### src/rtl/muldiv_pkg.sv
// Shared types and operand-decode helpers for the M-extension execute unit.
package muldiv_pkg;

    // funct3 encodings of the M-extension ops
    typedef enum logic [2:0] {
        OP_MUL    = 3'b000,
        OP_MULH   = 3'b001,
        OP_MULHSU = 3'b010,
        OP_MULHU  = 3'b011,
        OP_DIV    = 3'b100,
        OP_DIVU   = 3'b101,
        OP_REM    = 3'b110,
        OP_REMU   = 3'b111
    } muldiv_op_e;

    typedef enum logic [2:0] {
        IDLE     = 3'd0,
        MUL      = 3'd1,
        DIV_CALC = 3'd2,
        DIV_FIX  = 3'd3,
        DONE     = 3'd4
    } muldiv_state_e;

    function automatic logic is_div(input muldiv_op_e op);
        return op[2];
    endfunction

    function automatic logic is_rem(input muldiv_op_e op);
        return op[2] & op[1];
    endfunction

    // operand A is two's complement
    function automatic logic is_signed_a(input muldiv_op_e op);
        return (op == OP_MULH) || (op == OP_MULHSU) || (op == OP_DIV) || (op == OP_REM);
    endfunction

    // operand B is two's complement
    function automatic logic is_signed_b(input muldiv_op_e op);
        return (op == OP_MULH) || (op == OP_DIV) || (op == OP_REM);
    endfunction

endpackage

### src/rtl/div_iter.sv
// Unsigned restoring divider, one quotient bit per cycle, XLEN iterations.
// Ports: clk, reset_n, start (load operands), stall (hold), flush (abort),
//        dividend/divisor in; done_c (high on the edge of the last iteration),
//        quotient/remainder out (valid the cycle after done_c).
module div_iter
    import muldiv_pkg::*;
#(
    parameter int unsigned XLEN = 32
) (
    input  logic            clk,
    input  logic            reset_n,
    input  logic            start,
    input  logic            stall,
    input  logic            flush,
    input  logic [XLEN-1:0] dividend,
    input  logic [XLEN-1:0] divisor,
    output logic            done_c,
    output logic [XLEN-1:0] quotient,
    output logic [XLEN-1:0] remainder
);

    localparam int unsigned CNT_W = $clog2(XLEN);
    localparam logic [CNT_W-1:0] LAST = CNT_W'(XLEN - 1);

    logic             active;
    logic [CNT_W-1:0] cnt;
    logic [XLEN-1:0]  dsr;
    logic [XLEN:0]    shifted;
    logic             ge;
    logic [XLEN-1:0]  rem_n;
    logic [XLEN-1:0]  quo_n;

    // one restoring step: shift next dividend bit into the partial remainder
    always_comb begin
        shifted = {remainder, quotient[XLEN-1]};
        ge      = (shifted >= {1'b0, dsr});
        rem_n   = ge ? XLEN'(shifted - {1'b0, dsr}) : shifted[XLEN-1:0];
        quo_n   = {quotient[XLEN-2:0], ge};
        done_c  = active && !stall && !flush && (cnt == LAST);
    end

    always_ff @(posedge clk or negedge reset_n) begin
        if (!reset_n) begin
            active    <= 1'b0;
            cnt       <= '0;
            dsr       <= '0;
            quotient  <= '0;
            remainder <= '0;
        end else if (flush) begin
            active <= 1'b0;
        end else if (start) begin
            active    <= 1'b1;
            cnt       <= '0;
            dsr       <= divisor;
            quotient  <= dividend;
            remainder <= '0;
        end else if (active && !stall) begin
            quotient  <= quo_n;
            remainder <= rem_n;
            cnt       <= cnt + CNT_W'(1);
            if (cnt == LAST) begin
                active <= 1'b0;
            end
        end
    end

endmodule

### src/rtl/muldiv_unit.sv
// RV M-extension execute unit: fixed-latency multiply, iterative divide/remainder.
// Ports: clk, reset_n; stall_i/flush_i pipeline control; valid_i/ready_o request
//        handshake with funct3_i, rs1_i, rs2_i; valid_o/result_o result; busy_o.
module muldiv_unit
    import muldiv_pkg::*;
#(
    parameter int unsigned XLEN        = 32,
    parameter int unsigned MUL_LATENCY = 2
) (
    input  logic            clk,
    input  logic            reset_n,
    input  logic            stall_i,
    input  logic            flush_i,
    input  logic            valid_i,
    output logic            ready_o,
    input  logic [2:0]      funct3_i,
    input  logic [XLEN-1:0] rs1_i,
    input  logic [XLEN-1:0] rs2_i,
    output logic            valid_o,
    output logic [XLEN-1:0] result_o,
    output logic            busy_o
);

    localparam int unsigned PW     = 2 * XLEN + 2;
    localparam int unsigned MCNT_W = (MUL_LATENCY > 2) ? $clog2(MUL_LATENCY - 1) : 1;
    localparam logic [XLEN-1:0] MIN_NEG = {1'b1, {(XLEN - 1){1'b0}}};

    muldiv_state_e     state, state_n;
    logic [MCNT_W-1:0] cnt, cnt_n;
    muldiv_op_e        op_q, op_n;
    logic [XLEN-1:0]   a_q, a_n, b_q, b_n;
    logic              special_q, special_n;
    logic [XLEN-1:0]   result_n;

    muldiv_op_e        in_op;
    logic              in_a_neg, in_b_neg, in_zero, in_ovf;
    logic [XLEN-1:0]   dvd_mag, dsr_mag;

    muldiv_op_e        m_op;
    logic [XLEN-1:0]   m_a, m_b;
    logic signed [XLEN:0]  m_a_ext, m_b_ext;
    logic signed [PW-1:0]  m_prod;
    logic [XLEN-1:0]   mul_res;
    logic              mul_unused;

    logic              a_neg, b_neg;
    logic [XLEN-1:0]   q_fix, r_fix, fix_res;

    logic              div_start_c, div_done_c;
    logic [XLEN-1:0]   div_quo, div_rem;

    assign ready_o = (state == IDLE) && !stall_i && !flush_i;

    // request decode: magnitudes for the divider and the special cases
    always_comb begin
        in_op    = muldiv_op_e'(funct3_i);
        in_a_neg = is_signed_a(in_op) & rs1_i[XLEN-1];
        in_b_neg = is_signed_b(in_op) & rs2_i[XLEN-1];
        dvd_mag  = in_a_neg ? (~rs1_i + XLEN'(1)) : rs1_i;
        dsr_mag  = in_b_neg ? (~rs2_i + XLEN'(1)) : rs2_i;
        in_zero  = (rs2_i == '0);
        in_ovf   = is_signed_b(in_op) && (rs1_i == MIN_NEG) && (rs2_i == '1);
    end

    // single multiplier; fed from the inputs only when the result is due at accept
    always_comb begin
        m_op    = (state == IDLE) ? in_op : op_q;
        m_a     = (state == IDLE) ? rs1_i : a_q;
        m_b     = (state == IDLE) ? rs2_i : b_q;
        m_a_ext = {is_signed_a(m_op) & m_a[XLEN-1], m_a};
        m_b_ext = {is_signed_b(m_op) & m_b[XLEN-1], m_b};
        m_prod  = PW'(m_a_ext) * PW'(m_b_ext);
        mul_res = (m_op == OP_MUL) ? m_prod[XLEN-1:0] : m_prod[2*XLEN-1:XLEN];
    end

    assign mul_unused = ^m_prod[PW-1:2*XLEN];

    // sign correction of the unsigned divider result, plus the special cases
    always_comb begin
        a_neg = is_signed_a(op_q) & a_q[XLEN-1];
        b_neg = is_signed_b(op_q) & b_q[XLEN-1];
        q_fix = (a_neg ^ b_neg) ? (~div_quo + XLEN'(1)) : div_quo;
        r_fix = a_neg ? (~div_rem + XLEN'(1)) : div_rem;
        if (b_q == '0) begin
            fix_res = is_rem(op_q) ? a_q : '1;
        end else if (special_q) begin
            fix_res = is_rem(op_q) ? '0 : a_q;
        end else begin
            fix_res = is_rem(op_q) ? r_fix : q_fix;
        end
    end

    // next-state and next-output logic
    always_comb begin
        state_n     = state;
        cnt_n       = cnt;
        op_n        = op_q;
        a_n         = a_q;
        b_n         = b_q;
        special_n   = special_q;
        result_n    = result_o;
        div_start_c = 1'b0;
        if (flush_i) begin
            state_n = IDLE;
        end else if (!stall_i) begin
            unique case (state)
                IDLE: begin
                    if (valid_i) begin
                        op_n = in_op;
                        a_n  = rs1_i;
                        b_n  = rs2_i;
                        if (is_div(in_op)) begin
                            special_n = in_zero || in_ovf;
                            if (in_zero || in_ovf) begin
                                state_n = DIV_FIX;
                            end else begin
                                state_n     = DIV_CALC;
                                div_start_c = 1'b1;
                            end
                        end else if (MUL_LATENCY == 1) begin
                            state_n  = DONE;
                            result_n = mul_res;
                        end else begin
                            state_n = MUL;
                            cnt_n   = MCNT_W'(MUL_LATENCY - 2);
                        end
                    end
                end
                MUL: begin
                    if (cnt == '0) begin
                        state_n  = DONE;
                        result_n = mul_res;
                    end else begin
                        cnt_n = cnt - MCNT_W'(1);
                    end
                end
                DIV_CALC: begin
                    if (div_done_c) begin
                        state_n = DIV_FIX;
                    end
                end
                DIV_FIX: begin
                    state_n  = DONE;
                    result_n = fix_res;
                end
                DONE: begin
                    state_n = IDLE;
                end
                default: begin
                    state_n = IDLE;
                end
            endcase
        end
    end

    always_ff @(posedge clk or negedge reset_n) begin
        if (!reset_n) begin
            state     <= IDLE;
            cnt       <= '0;
            op_q      <= OP_MUL;
            a_q       <= '0;
            b_q       <= '0;
            special_q <= 1'b0;
            result_o  <= '0;
            valid_o   <= 1'b0;
            busy_o    <= 1'b0;
        end else begin
            state     <= state_n;
            cnt       <= cnt_n;
            op_q      <= op_n;
            a_q       <= a_n;
            b_q       <= b_n;
            special_q <= special_n;
            result_o  <= result_n;
            valid_o   <= (state_n == DONE);
            busy_o    <= (state_n != IDLE);
        end
    end

    div_iter #(.XLEN(XLEN)) u_div (
        .clk       (clk),
        .reset_n   (reset_n),
        .start     (div_start_c),
        .stall     (stall_i),
        .flush     (flush_i),
        .dividend  (dvd_mag),
        .divisor   (dsr_mag),
        .done_c    (div_done_c),
        .quotient  (div_quo),
        .remainder (div_rem)
    );

endmodule

### config.mk
export PLATFORM = sky130hd
export DESIGN_NAME = muldiv_unit
export DESIGN_NICKNAME = d
export VERILOG_FILES = /design/src/rtl/muldiv_pkg.sv /design/src/rtl/div_iter.sv /design/src/rtl/muldiv_unit.sv
export SDC_FILE = /design/constraint.sdc
export NUM_CORES = 2
export LEC_CHECK = 0
export ABC_AREA = 0
export CORE_ASPECT_RATIO = 0.6
export CORE_MARGIN = 2
export CORE_UTILIZATION = 55
export CTS_CLUSTER_SIZE = 20
export DETAILED_ROUTE_END_ITERATION = 7
export GPL_TIMING_DRIVEN = 0
export HOLD_SLACK_MARGIN = 0.02
export PLACE_DENSITY = 0.74
export SYNTH_ARGS = -nofsm -noshare
export SYNTH_HDL_FRONTEND = slang
export SYNTH_HIERARCHICAL = 1
export SYNTH_SLANG_ARGS = --single-unit
export TNS_END_PERCENT = 50
### constraint.sdc
create_clock -name clk -period 11.9 [get_ports clk]
set_input_delay 2.38 -clock clk [delete_from_list [all_inputs] [get_ports clk]]
set_output_delay 2.38 -clock clk [all_outputs]
set_load 0.01 [all_outputs]
# Word-level counts from Yosys, hierarchy flattened
# Index checks and enable logic that the tools add are counted.
# classes
n_addsub	7
n_mul	1
order_cmp	1
n_eq_ne	22
n_mux	44
n_bitwise	14
reduce_logical	42
# ops
op	n
two-way mux 32 bit	18
adder 32 x 1 -> 32 bit (second input constant)	4
inverter 32 bit	4
== test 32 bit (second input constant)	2
zero test 32 bit	2
multiplier 33 x 33 -> 64 bit	1
one-hot mux 32 bit (2 select lines)	1
greater-or-equal comparator 33 x 32 -> 1 bit	1
subtractor 32 bit	1
== test 3 bit (second input constant)	7
two-way mux 3 bit	7
logical OR 1 bit	16
== test 3 x 2 -> 1 bit (second input constant)	5
two-way mux 1 bit	14
== test 3 x 1 -> 1 bit (second input constant)	4
one-hot mux 3 bit (4 select lines)	1
two-way mux 5 bit	2
AND reduction 5 bit	2
nonzero test 3 bit	3
AND reduction 4 bit	2
bitwise AND 1 bit	7
logical AND 1 bit	7
zero test 3 bit	2
inequality test 2 bit (second input constant)	3
9 further kinds	15
# word_totals
ff_bits	208
inputBits	72
out_inout_bits	35
elab_cells	145

# Logic depth before layout (Yosys ltp)
# logic_depth
ltp_word	14
ltp_mapped	36
mapped_depth_nobuf	32

# Cells and area by module
# Netlist, hierarchy kept.
# by_module_without_submodules
mod	instances	cells_per_inst	area_each_um2	seq_area_each_um2
muldiv_unit	1	5409	46487.1	2627.5
div_iter	1	669	6153.4	2552.4

# Worst setup path before layout
# OpenSTA, ideal clock, no wires.
# synth_path
path_type	input -> register
startpoint	in funct3_i[2]
endpoint	reg result_o[29]
setup_ns	0.119
arrival_ns	10.415
required_ns	11.781
slack_ns	1.366
cell_stages	30
path_buffers	3
cell_sequence	nor2_1 > nand2_1 > nand2_1 > and2_1 > clkbuf_1 > nor3_1 > clkbuf_1 > nand2_1 > fa_1 > inv_1 > fa_1 > fa_1 > inv_1 > fa_1 > inv_1 > fa_1 > fa_1 > fa_1 > inv_1 > fa_1 > inv_1 > ha_1 > clkbuf_1 > a21o_1 > a21o_1 > a2111o_1 > o221ai_1 > nor2_1 > mux2i_1 > o21a_1
# synth_between
elab_chain_cells	10
word_cells_on_any_way	17
cone_classes	1 x mul; 4 x eq/ne; 4 x mux; 2 x bitwise; 6 x reduce/logical
# synth_lines
element	line_no	rtl
from (decl)	muldiv_unit.sv:16	input logic [2:0] funct3_i,
two-way mux 3 bit *	muldiv_unit.sv:67	m_op = (state == IDLE) ? in_op : op_q;
== test 3 x 1 -> 1 bit / == test 3 x 2 -> 1 bit (equally long branches)	muldiv_pkg.sv:34, muldiv_pkg.sv:39	
logical OR 1 bit (3 in a row)	muldiv_pkg.sv:34	return (op == OP_MULH) || (op == OP_MULHSU) || (op == OP_DIV) || (op == OP_REM);
bitwise AND 1 bit	muldiv_unit.sv:70	m_a_ext = {is_signed_a(m_op) & m_a[XLEN-1], m_a};
multiplier 33 x 33 -> 64 bit	muldiv_unit.sv:72	m_prod = PW'(m_a_ext) * PW'(m_b_ext);
two-way mux 32 bit *	muldiv_unit.sv:73	mul_res = (m_op == OP_MUL) ? m_prod[XLEN-1:0] : m_prod[2*XLEN-1:XLEN];
two-way mux 32 bit *	muldiv_unit.sv:130	if (cnt == '0) begin
one-hot mux 32 bit (2 select lines) *	muldiv_unit.sv:106	unique case (state)
to (signal assigned)	muldiv_unit.sv:174	result_o <= result_n;
to (decl)	muldiv_unit.sv:20	output logic [XLEN-1:0] result_o,
# Every way passes the cells marked *; elsewhere a longest branch is shown, timed or not. The select of a mux whose other input is x is not followed.
# A chain may end at the register's enable or synchronous reset.

# Worst setup path in the final report
# layout_path
startpoint	in rs2_i[29]
endpoint	reg result_o[24]
# layout_between
elab_chain_cells	5
# layout_lines
element	line_no	rtl
from (decl)	muldiv_unit.sv:18	input logic [XLEN-1:0] rs2_i,
two-way mux 32 bit	muldiv_unit.sv:69	m_b = (state == IDLE) ? rs2_i : b_q;
multiplier 33 x 33 -> 64 bit	muldiv_unit.sv:72	
two-way mux 32 bit	muldiv_unit.sv:73	
two-way mux 32 bit	muldiv_unit.sv:130	
one-hot mux 32 bit (2 select lines)	muldiv_unit.sv:106	
# Every way passes these cells. The select of a mux whose other input is x is not followed.

==> report_table.html <==
<table>
<tr><th>Metric</th><th>Value</th></tr>
<tr><th colspan="2">Global routing</th></tr>
<tr><td>Gr ovfl total</td><td>0</td></tr>
<tr><td>GRT Total Usage</td><td>45.04%</td></tr>
<tr><td>Vias in the first global route</td><td>44.76k</td></tr>
<tr><td>Pin count of the biggest net entering global routing</td><td>110</td></tr>
<tr><td>First-pass GRT wire length</td><td>314000 um</td></tr>
<tr><td>Initial antenna violation count</td><td>13</td></tr>
<tr><th colspan="2">Critical path</th></tr>
<tr><td>Gate family responsible for the most delay along the worst path</td><td>adder cells</td></tr>
<tr><td>Critical setup path kind</td><td>in2reg</td></tr>
<tr><td>CP Launch Type</td><td>input pin</td></tr>
<tr><td>Required @ worst endpoint</td><td>12280 ps</td></tr>
<tr><td>Most frequent cell on the critical path</td><td>sky130_fd_sc_hd__fa_1</td></tr>
<tr><td>Largest stage delay, worst path</td><td>1170 ps</td></tr>
<tr><td>Buffer and inverter count on the worst path</td><td>7</td></tr>
<tr><td>Reg-to-reg startpoint</td><td>state[1]$_DFF_PN0_</td></tr>
<tr><td>Maximum net fanout on the critical path</td><td>10</td></tr>
<tr><td>Logic depth of the worst register-to-register path</td><td>35</td></tr>
<tr><td>Reg2Reg Setup Slack</td><td>0 ps</td></tr>
<tr><td>Critical path arrival</td><td>12460 ps</td></tr>
<tr><td>Reg-to-reg endpoint</td><td>result_o[24]$_DFFE_PN0P_</td></tr>
<tr><td>Library cell contributing the largest single delay on the critical path</td><td>sky130_fd_sc_hd__mux2i_1</td></tr>
<tr><td>Endpoint kind of the worst setup timing path</td><td>flop</td></tr>
<tr><th colspan="2">Synthesis</th></tr>
<tr><td>Proportion of synthesized flip-flops having asynchronous set or reset</td><td>100.0%</td></tr>
<tr><td>EDFF count, synth</td><td>0</td></tr>
<tr><td>Most common cell in the netlist</td><td>sky130_fd_sc_hd__inv_1</td></tr>
<tr><td>Area share of the largest cell type after synthesis</td><td>42.82%</td></tr>
<tr><td>Ranking of synthesized cells by instance count</td><td>sky130_fd_sc_hd__inv_1, sky130_fd_sc_hd__nand2_1, sky130_fd_sc_hd__fa_1</td></tr>
<tr><td>Total of flip-flops plus latches after synthesis</td><td>207</td></tr>
<tr><td>Synthesized Nets</td><td>7527</td></tr>
<tr><td>Predominant post-synthesis flop cell</td><td>sky130_fd_sc_hd__dfrtp_1</td></tr>
<tr><td>Number of library cell types mapped by synthesis</td><td>94</td></tr>
<tr><td>Dominant cell type by area after synthesis</td><td>sky130_fd_sc_hd__fa_1</td></tr>
<tr><td>Synthesis warning total</td><td>6</td></tr>
<tr><td>Post-synthesis cell area</td><td>52640 um2</td></tr>
<tr><td>Proportion of synthesized chip area in sequential cells</td><td>9.840%</td></tr>
<tr><td>Biggest area contributors in the synthesized netlist</td><td>sky130_fd_sc_hd__fa_1, sky130_fd_sc_hd__dfrtp_1, sky130_fd_sc_hd__inv_1</td></tr>
<tr><td>Syn avg cell area</td><td>8.661 um2</td></tr>
<tr><td>Post-synthesis cell count</td><td>6078</td></tr>
<tr><th colspan="2">STA</th></tr>
<tr><td>Unrepaired setup endpoints after global routing</td><td>yes</td></tr>
<tr><td>Clk_skew</td><td>20.71 ps</td></tr>
<tr><td>Final min period</td><td>12080 ps</td></tr>
<tr><td>Worst hold-check slack</td><td>518.3 ps</td></tr>
<tr><td>Final Cycle Share</td><td>101.5%</td></tr>
<tr><td>Worst setup slack after layout</td><td>-177.4 ps</td></tr>
<tr><td>Tightest slew margin relative to the limit</td><td>-5.618%</td></tr>
<tr><td>Transition time of the tightest slew-check pin</td><td>1540 ps</td></tr>
<tr><td>Total of endpoints with negative setup slack in the final report</td><td>5</td></tr>
<tr><td>Peak Freq</td><td>0.08280 GHz</td></tr>
<tr><td>Max-slew violations</td><td>9</td></tr>
<tr><td>Final-report hold violation count</td><td>0</td></tr>
<tr><th colspan="2">Drt</th></tr>
<tr><td>Routed via count divided by cell count</td><td>6.195</td></tr>
<tr><td>Wire length on met2</td><td>79640 um</td></tr>
<tr><td>Wire length per cell after detailed routing</td><td>29.27 um</td></tr>
<tr><td>Met3 wire length</td><td>42960 um</td></tr>
<tr><td>Top sig layer</td><td>met5</td></tr>
<tr><td>Final ANT Viol Nets</td><td>0</td></tr>
<tr><td>Total DRC errors in the routed layout</td><td>8</td></tr>
<tr><td>Wl on met1</td><td>88410 um</td></tr>
<tr><td>DRC violation total after the first TritonRoute iteration</td><td>6743</td></tr>
<tr><td>DR pass1 iterations</td><td>8</td></tr>
<tr><td>Wirelength, routed</td><td>219200 um</td></tr>
<tr><td>Total number of vias</td><td>46.40k</td></tr>
<tr><th colspan="2">Run status</th></tr>
<tr><td>Violations in the final reports</td><td>design-rule violations, max-capacitance violations, max-slew violations, negative setup slack</td></tr>
<tr><td>Status</td><td>finished, violations left</td></tr>
<tr><th colspan="2">Floorplanning</th></tr>
<tr><td>Die Outline Area</td><td>98280 um2</td></tr>
<tr><td>Floorplan die height</td><td>243.6 um</td></tr>
<tr><td>Number of standard-cell rows in the floorplan</td><td>87</td></tr>
<tr><td>Total core area</td><td>94380 um2</td></tr>
<tr><td>Starting density of the core</td><td>55.78%</td></tr>
<tr><td>I/O Pins</td><td>107</td></tr>
<tr><td>Horizontal extent of the die</td><td>403.4 um</td></tr>
<tr><th colspan="2">Clock tree</th></tr>
<tr><td>Clk pin slew, worst setup/hold paths</td><td>70 ps</td></tr>
<tr><td>Number of buffers on the longest clock path</td><td>3</td></tr>
<tr><td>Count of hold buffers inserted by post-cts repair</td><td>0</td></tr>
<tr><td>Master cell of the clock root buffer</td><td>sky130_fd_sc_hd__clkbuf_16</td></tr>
<tr><td>TritonCTS clock tree</td><td>yes</td></tr>
<tr><td>Number of sinks driven by the clock tree</td><td>207</td></tr>
<tr><td>CTS HTree Levels</td><td>1</td></tr>
<tr><td>Clock insertion delay at the later pin of the skew report</td><td>560 ps</td></tr>
<tr><td>Cts bufs inserted</td><td>19</td></tr>
<tr><th colspan="2">Layout</th></tr>
<tr><td>Number of standard cells in the layout, taps in and fillers out</td><td>7490</td></tr>
<tr><td>Post-Route Utilization</td><td>59.92%</td></tr>
<tr><td>Fraction of final layout cells with drive strength greater than 1</td><td>5.840%</td></tr>
<tr><td>Net total in the final layout</td><td>7669</td></tr>
<tr><td>Area growth from synthesis to layout</td><td>7.435%</td></tr>
<tr><th colspan="2">Flow run</th></tr>
<tr><td>Max cap viols</td><td>2</td></tr>
<tr><th colspan="2">Worst hold path</th></tr>
<tr><td>Hold path start</td><td>u_div/cnt[4]$_DFFE_PN0P_</td></tr>
<tr><td>Hold path endpoint</td><td>u_div/cnt[4]$_DFFE_PN0P_</td></tr>
<tr><td>Path category of the worst min-delay check</td><td>reg2reg</td></tr>
<tr><td>Hold Path Stages</td><td>1</td></tr>
<tr><th colspan="2">Place</th></tr>
<tr><td>Cell count after placement</td><td>7432</td></tr>
<tr><td># port buffers</td><td>82</td></tr>
<tr><td>Dpl hpwl</td><td>187300 um</td></tr>
<tr><td>Final weighted congestion in routability-driven placement</td><td>1.096</td></tr>
</table>
[area by class of cell]
| type | count | area (um2) |
|---|---|---|
| inverters | 1250 | 4703 |
| plain buffers | 305 | 1310 |
| clock buffers | 24 | 514.2 |
| clock inverters | 10 | 142.6 |
| repair buffers | 124 | 1275 |
| fillers | 8327 | 37820 |
| multi-input cells | 4313 | 41840 |
| well taps | 1246 | 1559 |
| diodes | 11 | 27.53 |
| flip-flops and latches | 207 | 5180 |
[logic make-up (layout without fill, tap and decap cells)]
| family | count (synthesis) | after routing | synth area share [%] |
|---|---|---|---|
| compound gates | 664 | 664 | 8.595 |
| fa+ha+maj | 1377 | 1377 | 48.79 |
| simple gates | 1910 | 1910 | 15.06 |
| flops | 207 | 207 | 9.840 |
| mux | 146 | 146 | 2.924 |
| other cells | 0 | 11 | 0 |
| buf+inv | 1558 | 1713 | 11.20 |
| xor+xnor | 216 | 216 | 3.594 |
[layout by cell type (no fill, tap or decap), types with 79 or more instances in the layout]
cell,n
sky130_fd_sc_hd__clkdlybuf4s50_1,79
sky130_fd_sc_hd__fa_1,1123
sky130_fd_sc_hd__dfrtp_1,207
sky130_fd_sc_hd__inv_1,1247
sky130_fd_sc_hd__xnor2_1,128
sky130_fd_sc_hd__o21ai_0,143
sky130_fd_sc_hd__clkbuf_1,199
sky130_fd_sc_hd__xor2_1,85
sky130_fd_sc_hd__a21oi_1,165
sky130_fd_sc_hd__nand2_1,1160
sky130_fd_sc_hd__ha_1,251
sky130_fd_sc_hd__nor2_1,440
[stage by stage]
step                      area (um2)  setup WS [ps]  setup TNS (ps)
final                          56550         -177.4          -667.5
after global routing           56530         -16.24          -17.34
after CTS                      56260          25.34               0
after detailed placement       55460          -1659          -28070
after global placement         55020          -2836         -205200
after floorplan                52640           1366               0
[metal layers]
| metal | track usage [%] | vias up |
|---|---|---|
| li1 | - | 18870 |
| met4 | 12.95 | 12 |
| met1 | 65.99 | 23400 |
| met3 | 25.46 | 473 |
| met5 | 0.8285 | - |
| met2 | 55.42 | 3635 |
[worst max path at each step]
stage                        from                  endpoint  slack, ps  cells after the start
3_5_place_dp          funct3_i[2]  result_o[27]$_DFFE_PN0P_      -1660                     31
4_1_cts               funct3_i[2]  result_o[26]$_DFFE_PN0P_         30                     32
6_report                rs2_i[29]  result_o[24]$_DFFE_PN0P_       -180                     28
2_1_floorplan         funct3_i[2]  result_o[29]$_DFFE_PN0P_       1370                     30
5_1_grt        state[1]$_DFF_PN0_  result_o[26]$_DFFE_PN0P_        -20                     34
3_3_place_gp            rs1_i[31]  result_o[27]$_DFFE_PN0P_      -2840                     27
[state kept, by name (all words and copies together) (netlist names)]
name and cells:
u_div/quotient 32, u_div/remainder 32, u_div/dsr 32, u_div/active 1, busy_o 1, special_q 1, b_q 32, a_q 32
result_o 32, u_div/cnt 5, valid_o 1, state 3, op_q 3
[worst register-to-register path, delay by kind of cell, from the launching register on]
family	cells	cell delay (ps)
adder cells (fa/ha/maj)	9	4340
AO/OA/AOI/OAI	9	2580
buffers and inverters	12	3210
flip-flops	1	450
AND/OR/NAND/NOR	4	870
multiplexers	1	310
[what timing repair did]
action | in CTS | in global routing
pin swaps | 2 | 4
hold endpoints to repair | 0 | 0
gates resized for setup | 55 | 151
setup buffers | 5 | 11
endpoints found under the setup margin | 27 | 25
Power is not shown: default switching activity piles up to over one toggle a cycle in this logic, so the estimate is an artifact.
